`src/rtl/seq_div.sv`:
```
// rtl/seq_div.sv - iterative signed 32-bit restoring divider, hi=remainder lo=quotient
// Optional macro SEQ_DIV_ZERO_TRAP_EN: b=0 completes in one edge with div_zero set.
module seq_div (
  input  logic        clk,
  input  logic        reset,
  input  logic        div_start,
  input  logic [31:0] a,
  input  logic [31:0] b,
  output logic [31:0] hi,
  output logic [31:0] lo,
  output logic        busy,
  output logic        done,
  output logic        div_zero
);

  typedef enum logic [1:0] {
    IDLE = 2'd0,
    RUN  = 2'd1,
    FIX  = 2'd2
  } state_t;

  state_t      r_state;
  state_t      w_state_next;

  logic [31:0] r_rem;
  logic [31:0] r_quo;
  logic [31:0] r_dvsr;
  logic [31:0] r_hi;
  logic [31:0] r_lo;
  logic [5:0]  r_cnt;
  logic        r_qsign;
  logic        r_rsign;
  logic        r_done;

  logic        w_load;
  logic        w_step;
  logic        w_fix;
  logic        w_zero_hit;
  logic        w_trap;
  logic [31:0] w_abs_a;
  logic [31:0] w_abs_b;
  logic [32:0] w_shift;
  logic        w_ge;
  logic [31:0] w_sub;
  logic [31:0] w_rem_next;
  logic [31:0] w_quo_next;
  logic [31:0] w_lo_fix;
  logic [31:0] w_hi_fix;

  // |0x80000000| wraps to itself, which is the correct unsigned magnitude
  assign w_abs_a = a[31] ? (~a + 32'd1) : a;
  assign w_abs_b = b[31] ? (~b + 32'd1) : b;

`ifdef SEQ_DIV_ZERO_TRAP_EN
  assign w_trap = (b == 32'd0);
`else
  assign w_trap = 1'b0;
`endif

  // Partial remainder stays below the divisor, so the 33-bit shifted value
  // minus the divisor always fits in 32 bits whenever the trial succeeds.
  assign w_shift    = {r_rem, r_quo[31]};
  assign w_ge       = (w_shift >= {1'b0, r_dvsr});
  assign w_sub      = w_shift[31:0] - r_dvsr;
  assign w_rem_next = w_ge ? w_sub : w_shift[31:0];
  assign w_quo_next = {r_quo[30:0], w_ge};

  assign w_lo_fix = r_qsign ? (~r_quo + 32'd1) : r_quo;
  assign w_hi_fix = r_rsign ? (~r_rem + 32'd1) : r_rem;

  always_ff @(posedge clk) begin
    if (reset) begin
      r_state <= IDLE;
    end else begin
      r_state <= w_state_next;
    end
  end

  always_comb begin
    w_state_next = r_state;
    w_load       = 1'b0;
    w_step       = 1'b0;
    w_fix        = 1'b0;
    w_zero_hit   = 1'b0;
    busy         = 1'b0;
    case (r_state)
      IDLE: begin
        if (div_start) begin
          if (w_trap) begin
            w_zero_hit = 1'b1;
          end else begin
            w_load       = 1'b1;
            w_state_next = RUN;
          end
        end
      end
      RUN: begin
        busy   = 1'b1;
        w_step = 1'b1;
        if (r_cnt == 6'd1) begin
          w_state_next = FIX;
        end
      end
      FIX: begin
        busy         = 1'b1;
        w_fix        = 1'b1;
        w_state_next = IDLE;
      end
      default: begin
        w_state_next = IDLE;
      end
    endcase
  end

  always_ff @(posedge clk) begin
    if (reset) begin
      r_rem   <= 32'd0;
      r_quo   <= 32'd0;
      r_dvsr  <= 32'd0;
      r_cnt   <= 6'd0;
      r_qsign <= 1'b0;
      r_rsign <= 1'b0;
      r_hi    <= 32'd0;
      r_lo    <= 32'd0;
      r_done  <= 1'b0;
    end else begin
      r_done <= w_fix | w_zero_hit;
      if (w_load) begin
        r_rem   <= 32'd0;
        r_quo   <= w_abs_a;
        r_dvsr  <= w_abs_b;
        r_qsign <= a[31] ^ b[31];
        r_rsign <= a[31];
        r_cnt   <= 6'd32;
      end else if (w_step) begin
        r_rem <= w_rem_next;
        r_quo <= w_quo_next;
        r_cnt <= r_cnt - 6'd1;
      end
      if (w_fix) begin
        r_lo <= w_lo_fix;
        r_hi <= w_hi_fix;
      end
    end
  end

`ifdef SEQ_DIV_ZERO_TRAP_EN
  logic r_div_zero;

  // Sticky until the next start that actually launches a division
  always_ff @(posedge clk) begin
    if (reset) begin
      r_div_zero <= 1'b0;
    end else if (w_zero_hit) begin
      r_div_zero <= 1'b1;
    end else if (w_load) begin
      r_div_zero <= 1'b0;
    end
  end

  assign div_zero = r_div_zero;
`else
  assign div_zero = 1'b0;
`endif

  assign hi   = r_hi;
  assign lo   = r_lo;
  assign done = r_done;

endmodule

```
`config.mk`:
```
export PLATFORM = sky130hd
export DESIGN_NAME = seq_div
export DESIGN_NICKNAME = d
export VERILOG_FILES = /design/src/rtl/seq_div.sv
export SDC_FILE = /design/constraint.sdc
export NUM_CORES = 1
export LEC_CHECK = 0
export BUFFER_PORTS_ARGS = -buffer_cell sky130_fd_sc_hd__buf_2
export CAP_MARGIN = 10
export CORE_ASPECT_RATIO = 0.5
export CORE_MARGIN = 2
export CORE_UTILIZATION = 45
export DETAILED_ROUTE_END_ITERATION = 6
export PLACE_DENSITY = 0.66
export SYNTH_ARGS = -nofsm -noshare
export SYNTH_HDL_FRONTEND = slang
export SYNTH_SLANG_ARGS = --single-unit
```
`constraint.sdc`:
```
create_clock -name clk -period 2.6 [get_ports clk]
set_input_delay 0.13 -clock clk [delete_from_list [all_inputs] [get_ports clk]]
set_output_delay 0.13 -clock clk [all_outputs]
set_load 0.01 [all_outputs]
```
-- Word level (Yosys, flattened, before mapping)
Index checks and enable logic that the tools add are counted.
W data, S select, Z words.
- add/sub/neg operators: 6
- multipliers: 0
- divide/modulo/power cells: 0
- $lt $le $gt $ge: 1
- equality and inequality tests: 5
- shift-type cells: 0
- muxes and demuxes: 17
- bitwise gates (word level): 5
- reduce and logical (&&, ||, !) cells: 5
- operators by type and width (operator ; number):
    $mux W32 ; 7
    $add A32 B1 Y32 const B ; 4
    $not A32 Y32 ; 4
    $ge A33 B32 Y1 ; 1
    $sub A32 B32 Y32 ; 1
    $mux W6 ; 2
    $eq A6 B1 Y1 const B ; 1
    $sub A6 B1 Y6 const B ; 1
    $mux W1 ; 5
    $mux W2 ; 2
    $ne A2 B2 Y1 const B ; 2
    $pmux W2 S2 ; 1
    $reduce_or A2 Y1 ; 2
    $eq A2 B1 Y1 const B ; 1
    $eq A2 B2 Y1 const B ; 1
    $logic_not A2 Y1 ; 1
    $reduce_and A2 Y1 ; 1
    $reduce_bool A2 Y1 ; 1
    $xor A1 B1 Y1 ; 1
- bits in registers: 171
- bits in latches: 0
- bits in writable memories: 0
- bits in read-only memories: 0
- input bits: 67
- output and inout port bits: 67
- word-level logic and storage cells: 50
- memories: 0

-- Logic depth before layout (Yosys ltp)
Gate-level depths: netlist of the first run.
- word-level depth: 4
- depth in mapped cells: 13
- mapped depth without buffers: 11

-- Worst setup path after synthesis of the first run
Ideal clock, no wire load.
- kind: register to register
- start: register r_rem[13]
- end: register r_rem[10]
- library setup time: 0.132 ns
- arrival time: 2.611 ns
- required time: 2.468 ns
- setup slack: -0.144 ns
- cell stages (with the launch flop): 12
- path buffers: 2
- clock period less this slack: 2.744 ns
- cells stage by stage: dfxtp_1 ha_1 a21oi_1 o211ai_1 a21oi_2 o211ai_1 o31a_2 or2_1 buf_4 buf_4 mux2i_1 a21oi_1
- cells in the longest elaborated chain, start to end: 2
- ends and longest elaborated chain (item ; line ; RTL):
    start, declared ; 25 ; logic [31:0] r_rem;
    start signal, assigned ; 136 ; r_rem <= w_rem_next;
    $ge A33 B32 Y1 ; 63 ; assign w_ge = (w_shift >= {1'b0, r_dvsr});
    $mux W32 ; 65 ; assign w_rem_next = w_ge ? w_sub : w_shift[31:0];
Every way passes these cells.
A chain may end at the register's enable or synchronous reset.

-- Final worst setup path of the first run
- start: register r_quo[8]
- end: register r_lo[29], in the netlist lo[29]
- cells in the longest elaborated chain, start to end: 3
- ends and longest elaborated chain (item ; line ; RTL):
    start, declared ; 26 ; logic [31:0] r_quo;
    start signal, assigned ; 130 ; r_quo <= w_abs_a;
    start signal, assigned ; 137 ; r_quo <= w_quo_next;
    $not A32 Y32 ; 68 ; assign w_lo_fix = r_qsign ? (~r_quo + 32'd1) : r_quo;
    $add A32 B1 Y32 ; 68 ;
    $mux W32 ; 68 ;
    end signal, assigned ; 141 ; r_lo <= w_lo_fix;
    end, declared ; 29 ; logic [31:0] r_lo;
Every way passes these cells.

==> results.cfg, run 1 <==
[status]
status = finished, final reports clean

[cells_and_area]
nets = 1730
drive_above_1_share_pct = 29.1
nFillCells = 2166
area_growth_pct = 31.7
final_area_mm2 = 0.0147

[sta]
hold_slack_ns = 0.0131
worst_pin_slew_ns = 0.989
hold_viol_final = 0
setup_violations = 0
timing.fmax_ghz = 0.390
period_share_pct = 98.7
slew_headroom_pct = 34.1
rsz0062_at_grt = yes
report.final.slew_viol_count = 0
period_minus_slack_ns = 2.57
skew_ns = 0.0107
worst_slack_ns = 0.0349

[global_routing]
overflow = 0
grt_max_degree = 96
antenna_found_initial = 1
grt_pass1_vias = 10300
grt_first_pass_wirelength_um = 52300
grt_use_total_pct = 25.2

[setup_path]
cp-end-kind = flip-flop
rr_worst_depth = 8
cp_max_fo = 5
worst-endpoint-arrival_ns = 2.90
r2r_setup_slack_ns = 0.03
rr_startpoint = r_quo[8]$_SDFFE_PP0P_
setup.worst_path.start_class = flip-flop
crit_required_ns = 2.94
critPathKind = reg2reg
r2r-end = lo[29]$_SDFFE_PP0P_

[floorplanning]
coreArea_mm2 = 0.0241
die-area_mm2 = 0.0261
num_rows = 40
initial_core_util_pct = 46.2
die_h_um = 115
die_width_um = 226
num_io_pins = 134

[routing]
drt-initial-drc-count = 717
dr_total_vias = 11000
drtAntennaViolNets = 0
route.detailed.drc = 0
wirelength_um = 33600
first_pass_iters = 5
viasPerCell = 5.58
wl_per_cell_um = 17.1

[placement]
gp_congestion = 0.895
place_ws_ns = -0.256
placed_area_mm2 = 0.0130
port_buffers = 132
dp_hpwl_um = 24300

[logic_synthesis]
synth_edf_count = 0
ys_top_cells_by_count = dfxtp_1, nor2_1, nand2_1
synth_nets = 1500
synth_mux_area_share_pct = 6.38
synth_top_area_share_pct = 30.7
ys.flop_type = dfxtp_1
synth_compound_gate_area_share_pct = 23.9
synth_cells = 1390
yosysSeqAreaShare_pct = 30.7
synth_seq_cells = 171
synth_most_common_cell = dfxtp_1
synth_adder_area_share_pct = 4.90
synth_top_family_by_area = compound AO/OA/AOI/OAI gates
synth_xor_area_share_pct = 11.2
synth.area.top_cells = dfxtp_1, xor2_1, a211oi_1
ys_warn_count = 0
synthArstFlopShare_pct = 0
synth_cell_types = 65
synthesis.area_mm2 = 0.0111
synth_top_cell_by_area = dfxtp_1
synth_simple_gate_area_share_pct = 17.5
avgSynthCellArea_um2 = 8.01

[cts]
clock_latency_ns = 0.46
cts_tree = yes
cts_buffers = 17
cts_sinks = 171
cts-htree-levels = 4
cts-root-buf = clkbuf_16
clk_transition_reported_paths_ns = 0.07
cts_max_path_buffers = 2

[power]
p_per_area_mw_per_mm2 = 929
power_frac_comb_pct = 57.2
internal-power_mw = 8.05
total_power_mw = 13.6
p_sw_share_pct = 40.9
power.clock.fraction_pct = 18.7
p_switching_mw = 5.57
p_seq_share_pct = 24.1
leakage_nw = 6.02
peakVddDrop_mv = 0.555

[min_path]
min_path_type = in2reg
hp-start = b[0]
min_to = r_dvsr[0]$_SDFFE_PP0P_
min_path_cells = 3

[flow_run]
cap_violations = 0
worst max path at each step:
stage                     slack (ns)                      to                    from  depth (start not counted)
after CTS                       0.02     hi[30]$_SDFFE_PP0P_   r_rem[6]$_SDFFE_PP0P_                         11
final                           0.03     lo[29]$_SDFFE_PP0P_   r_quo[8]$_SDFFE_PP0P_                          8
after detailed placement       -0.26  r_rem[26]$_SDFFE_PP0P_  r_quo[31]$_SDFFE_PP0P_                         12
after global placement         -0.20  r_rem[26]$_SDFFE_PP0P_  r_quo[31]$_SDFFE_PP0P_                         12
after global routing           -0.11     lo[29]$_SDFFE_PP0P_   r_quo[8]$_SDFFE_PP0P_                          8
after floorplan               0.0004  r_rem[19]$_SDFFE_PP0P_  r_rem[22]$_SDFFE_PP0P_                         11
per-stage QoR:
step | TNS (ns) | utilization (%) | instances
floorplan | 0 | - | 1390
global placement | -0.607 | 54.1 | 1911
detailed placement | -2.64 | 54.1 | 1911
CTS | 0 | 58.2 | 1957
global route | -0.319 | 60.8 | 1967
finish | 0 | 60.8 | 1967
power groups by stage:
stage / Sequential [mW] / Combinational [mW] / Clock, mW
finish: 3.29 / 7.79 / 2.54
global route: 3.32 / 8.42 / 2.70
CTS: 3.24 / 6.95 / 2.58
global placement: 3.27 / 6.20 / 0
floorplan: 3.28 / 4.11 / 0
detailed placement: 3.27 / 6.27 / 0
final cells by class:
cell class / instances / area (µm²) / area share [%]
well taps: 336 / 420 / 2.87
multi-input cells: 1067 / 7940 / 54.1
inverters: 61 / 231 / 1.58
diodes: 1 / 2.50 / 0.0171
clock inverters: 9 / 118 / 0.802
flip-flops and latches: 171 / 3460 / 23.6
repair buffers: 302 / 2060 / 14.1
clock buffers: 20 / 437 / 2.98
cell families (layout without fill, tap and decap cells):
kind of cell	Yosys count	in the layout
other	1	2
buffers and inverters	152	392
AND/OR/NAND/NOR	411	411
adder cells (fa/ha/maj)	43	43
XOR/XNOR	143	143
multiplexers	71	71
AO/OA/AOI/OAI	398	398
flip-flops	171	171
worst max-delay path, stage by stage, from the launching register on:
cell and delay [ns]:
dfxtp_2 0.36, nor4_4 0.29, nand4b_1 0.19, or2_4 0.32, or3b_4 0.42, or3_4 0.42
o31ai_4 0.19, xor2_1 0.18, o21ai_1 0.08
cells in the final DEF, fill, tap and decap left out, drive strengths merged, types with 49 or more instances in the layout:
cell type	synthesis	routed
a211oi	104	104
a21oi	67	67
buf	13	297
dfxtp	171	171
inv	61	64
mux2i	71	71
nand2	105	105
nor2	157	157
o21ai	98	98
xnor2	49	49
xor2	94	94
registers in the layout, summed over array words and instances (netlist names):
register and count:
hi 32, lo 32, r_cnt 6, r_rsign 1
r_state 2, done 1, r_dvsr 32, r_qsign 1
r_rem 32, r_quo 32
per-layer routing:
| metal | wire, µm | global-route usage (%) | part of all wire (%) |
|---|---|---|---|
| met5 | 0 | 0 | 0 |
| met4 | 596 | 8.20 | 1.8 |
| met3 | 1470 | 3.99 | 4.4 |
| met2 | 15800 | 42.1 | 47 |
| met1 | 15700 | 33.5 | 47 |
repair_timing:
action,4_1_cts,5_1_grt
gates cloned,2,1
endpoints found under the setup margin,33,47
setup buffers,11,10
gates resized for setup,45,116
hold endpoints to repair,5,0
hold buffers,4,0
pin swaps,15,31
Power figures use the tool's default switching activity.
==> run 2, diff against run 1 <==
Settings changed: SETUP_SLACK_MARGIN from default to 0.15.
==> results.cfg, run 2 (synthesis results as in run 1) <==
[placement]
port_buffers = 132
place_ws_ns = -0.512
gp_congestion = 0.915
place_inst = 1904
dp_hpwl_um = 26000

[power]
leakage_nw = 6.21
power.clock.fraction_pct = 17.4
total_power_mw = 14.4
p_switching_mw = 6.00
peakVddDrop_mv = 0.526
p_seq_share_pct = 23.1
power_frac_comb_pct = 59.5
p_per_area_mw_per_mm2 = 955
internal-power_mw = 8.40
p_sw_share_pct = 41.7

[cts]
cts_sinks = 171
cts-root-buf = clkbuf_16
cts_max_path_buffers = 2
clk_transition_reported_paths_ns = 0.06
cts_tree = yes
cts_buffers = 17
clock_latency_ns = 0.46
cts-htree-levels = 4

[floorplanning]
die-area_mm2 = 0.0261
num_rows = 40
num_io_pins = 134
initial_core_util_pct = 46.2
coreArea_mm2 = 0.0241
die_width_um = 226
die_h_um = 115

[status]
failed_checks = negative setup slack
status = finished, violations left

[routing]
dr_total_vias = 11200
first_pass_iters = 5
wirelength_um = 36200
wl_per_cell_um = 18.2
viasPerCell = 5.61
drtAntennaViolNets = 0
route.detailed.drc = 0
drt-initial-drc-count = 907

[cells_and_area]
diodes = 0
mostFrequentLayoutCells = buf_4, nor2_1, buf_2, dfxtp_1, a211oi_1
area_growth_pct = 35.5
fin_cells = 1992
layout_commonest_cell = buf_4
drive_above_1_share_pct = 32.7
nets = 1754

[setup_path]
crit_required_ns = 2.98
worst-endpoint-arrival_ns = 3.00
cp_max_fo = 4
cp-end-kind = flip-flop
setup.worst_path.start_class = flip-flop
rr_startpoint = r_quo[31]$_SDFFE_PP0P_
r2r-end = r_rem[26]$_SDFFE_PP0P_
rr_worst_depth = 12
r2r_setup_slack_ns = -0.02
critPathKind = reg2reg

[global_routing]
overflow = 0
grt_first_pass_wirelength_um = 55900
grt_pass1_vias = 10500
antenna_found_initial = 0
grt_use_total_pct = 27.6
grt_max_degree = 65

[flow_run]
cap_violations = 0

[sta]
timing.fmax_ghz = 0.382
period_minus_slack_ns = 2.62
period_share_pct = 101
hold_viol_final = 0
report.final.slew_viol_count = 0
worst_slack_ns = -0.0188
setup_violations = 2
rsz0062_at_grt = yes
hold_slack_ns = 0.00620
skew_ns = 0.00921
slew_headroom_pct = 43.7
worst_pin_slew_ns = 0.844

[min_path]
hp-start = b[24]
min_path_cells = 3
min_to = r_dvsr[24]$_SDFFE_PP0P_
min_path_type = in2reg
==> run 2: changes by cell type in the layout (fill, tap and decap cells not counted), sizes merged <==
cell	before	now
buf	297	317
bufinv	2	1
clkbuf	21	22
clkinv	2	4
diode	1	0
dlygate4sd3	4	9
inv	64	63
==> run 2: per-stage QoR <==
step	TNS, ns	area, µm²	util [%]
2_1_floorplan	0	11400	-
3_3_place_gp	-1.21	13100	54.4
3_5_place_dp	-2.23	13100	54.4
4_1_cts	-0.0894	14600	60.5
5_1_grt	-1.62	15100	62.5
6_report	-0.0258	15100	62.5
==> run 2: routing by layer <==
layer	GRT usage, %	vias to the layer above	share of wire (%)
met3	3.55	35	5.3
met1	39.3	5317	48
met5	0	-	0
li1	-	5515	-
met4	7.72	0	1.6
met2	43.9	309	45
==> run 2: worst max-delay path by stage <==
stage                       startpoint                endpoint  slack [ns]  cells past startpoint
3_3_place_gp    r_quo[31]$_SDFFE_PP0P_  r_rem[24]$_SDFFE_PP0P_       -0.45                     12
2_1_floorplan  r_dvsr[21]$_SDFFE_PP0P_  r_rem[12]$_SDFFE_PP0P_        0.13                     12
6_report        r_quo[31]$_SDFFE_PP0P_  r_rem[26]$_SDFFE_PP0P_       -0.02                     12
3_5_place_dp    r_quo[31]$_SDFFE_PP0P_  r_rem[24]$_SDFFE_PP0P_       -0.51                     12
5_1_grt         r_quo[31]$_SDFFE_PP0P_  r_rem[26]$_SDFFE_PP0P_       -0.14                     12
4_1_cts         r_quo[31]$_SDFFE_PP0P_  r_rem[14]$_SDFFE_PP0P_       -0.03                     13
==> run 2: worst max-delay path, cell delays in order (launching register included) <==
cell       delay, ns
dfxtp_2         0.34
inv_2           0.05
ha_4            0.16
fa_2            0.37
nor2b_4         0.16
o31ai_4         0.07
a31o_4          0.25
buf_6           0.12
o211a_4         0.27
a2111oi_4       0.38
or3_1           0.18
nand3_2         0.05
a31oi_1         0.15
==> run 2: power groups by stage <==
stage | sequential, mW | clock, mW | combinational [mW]
finish | 3.33 | 2.50 | 8.57
global route | 3.36 | 2.64 | 9.18
CTS | 3.29 | 2.53 | 7.58
detailed placement | 3.30 | 0 | 6.39
global placement | 3.29 | 0 | 6.32
floorplan | 3.30 | 0 | 4.31
==> run 2: timing repair <==
item | in CTS | in global routing
cloned | 3 | 0
pin swaps | 49 | 46
hold endpoints to repair | 16 | 0
resized for setup | 116 | 92
hold buffers | 9 | 0
endpoints found under the setup margin | 42 | 53
setup buffers | 32 | 13
==> run 2: final cells by class <==
type	count	area, µm²
clock inverters	9	90.1
inverters	61	231
clock buffers	22	464
fillers	2149	9040
multi-input cells	1067	8090
repair buffers	326	2300
well taps	336	420
flip-flops and latches	171	3490
==> run 3, diff against run 2 <==
Settings changed: PLACE_DENSITY 0.66 to 0.63.
Clock period 2.6 ns to 2.9 ns, I/O delays scaled along.
==> results.cfg, run 3 (synthesis results as in run 1) <==
[placement]
dp_hpwl_um = 24300
place_inst = 1861
place_ws_ns = 0.00686
gp_congestion = 0.904
placed_area_mm2 = 0.0126
port_buffers = 132

[sta]
setup_tns_ns = 0
report.final.slew_viol_count = 0
period_share_pct = 91.8
slew_headroom_pct = 28.4
worst_slack_ns = 0.239
setup_violations = 0
period_minus_slack_ns = 2.66
worst_pin_slew_ns = 1.07
rsz0062_at_grt = yes
skew_ns = 0.00959
timing.fmax_ghz = 0.376
hold_viol_final = 0

[cells_and_area]
area_growth_pct = 23.6
nets = 1665
fin_util_pct = 57.1
drive_above_1_share_pct = 22.1
final_area_mm2 = 0.0138
mostFrequentLayoutCells = dfxtp_1, nor2_1, buf_2, nand2_1, a211oi_1
layout_commonest_cell = dfxtp_1
fin_cells = 1905

[power]
peakVddDrop_mv = 0.454
power_frac_comb_pct = 51.5
leakage_nw = 5.67
internal-power_mw = 6.75
power.clock.fraction_pct = 22.4
p_per_area_mw_per_mm2 = 827
p_sw_share_pct = 40.7
p_seq_share_pct = 26.1
p_switching_mw = 4.64

[flow_run]
cap_violations = 0

[setup_path]
critPathKind = reg2reg
worst-endpoint-arrival_ns = 3.00
cp_max_fo = 7
cp-end-kind = flip-flop
crit_required_ns = 3.24
setup.worst_path.start_class = flip-flop

[routing]
wirelength_um = 32400
first_pass_iters = 5
wl_per_cell_um = 17.0
dr_total_vias = 10700
drt-initial-drc-count = 644
viasPerCell = 5.59
route.detailed.drc = 0
drtAntennaViolNets = 0

[floorplanning]
die-area_mm2 = 0.0261
die_h_um = 115
num_io_pins = 134
die_width_um = 226
num_rows = 40
initial_core_util_pct = 46.2
coreArea_mm2 = 0.0241

[cts]
clk_transition_reported_paths_ns = 0.07
cts-root-buf = clkbuf_16
cts_max_path_buffers = 2
clock_latency_ns = 0.45
cts-htree-levels = 4
cts_tree = yes
cts_sinks = 171
cts_buffers = 17

[global_routing]
use_met3_pct = 4.24
grt_first_pass_wirelength_um = 50900
antenna_found_initial = 1
grt_pass1_vias = 9758
grt_max_degree = 80
overflow = 0
grtUsageMet2_pct = 40.3
grt_use_total_pct = 24.9
busiest_layer = met2
use_met1_pct = 33.9

[status]
status = finished, final reports clean

[min_path]
min_path_type = in2reg
run 3: changes by cell type in the layout (fill, tap and decap cells not counted), sizes merged, moves of 3 or more:
cell	change
buf	-87
bufinv	+3
clkbuf	-4
dlygate4sd3	-3
run 3: critical path, stage by stage (launching register included):
cell and delay [ns]:
dfxtp_1 0.38, or4_1 0.56, or2_4 0.31, or3b_1 0.45, or3_4 0.39, o31ai_4 0.20
xor2_1 0.17, o21ai_1 0.08
run 3: what timing repair did:
action,in CTS,in global routing
hold buffers,6,0
gates resized for setup,6,69
endpoints found under the setup margin,6,40
hold endpoints to repair,7,0
gates cloned,1,0
pin swaps,0,11
buffers inserted,0,4
run 3: final timing paths:
kind,start,to,slack [ns],depth (start not counted)
max,r_quo[10]$_SDFFE_PP0P_,lo[29]$_SDFFE_PP0P_,0.24,7
min,b[23],r_dvsr[23]$_SDFFE_PP0P_,0.03,3
max reg2reg,r_quo[10]$_SDFFE_PP0P_,lo[29]$_SDFFE_PP0P_,0.24,7
min reg2reg,r_dvsr[15]$_SDFFE_PP0P_,r_dvsr[15]$_SDFFE_PP0P_,0.46,2
run 3: power by group through the flow:
| stage | Combinational, mW | Sequential (mW) | Clock (mW) |
|---|---|---|---|
| final | 5.87 | 2.97 | 2.55 |
| after global routing | 6.43 | 3.01 | 2.71 |
| after CTS | 5.55 | 2.94 | 2.61 |
| after detailed placement | 5.34 | 3.00 | 0 |
| after global placement | 5.29 | 2.98 | 0 |
| after floorplan | 3.64 | 2.94 | 0 |
run 3: metrics by stage:
step           hold slack [ns]  total power [mW]
2_1_floorplan            0.263              6.58
3_3_place_gp             0.392              8.28
3_5_place_dp             0.388              8.33
4_1_cts                0.00414              11.1
5_1_grt                 0.0200              12.2
6_report                0.0285              11.4
run 3: final cells by class:
class / count / area (µm²)
Tap cell: 336 / 420
Inverter: 61 / 229
Clock buffer: 18 / 439
Timing Repair Buffer: 237 / 1530
Sequential cell: 171 / 3430
Antenna cell: 1 / 2.50
Clock inverter: 14 / 213
Fill cell: 2304 / 10400
Multi-Input combinational cell: 1067 / 7490
run 3: layer usage:
metal / up-vias / wire (µm)
met4: 0 / 711
met5: - / 0
met1: 5087 / 15700
met2: 184 / 14800
met3: 43 / 1150
li1: 5339 / -
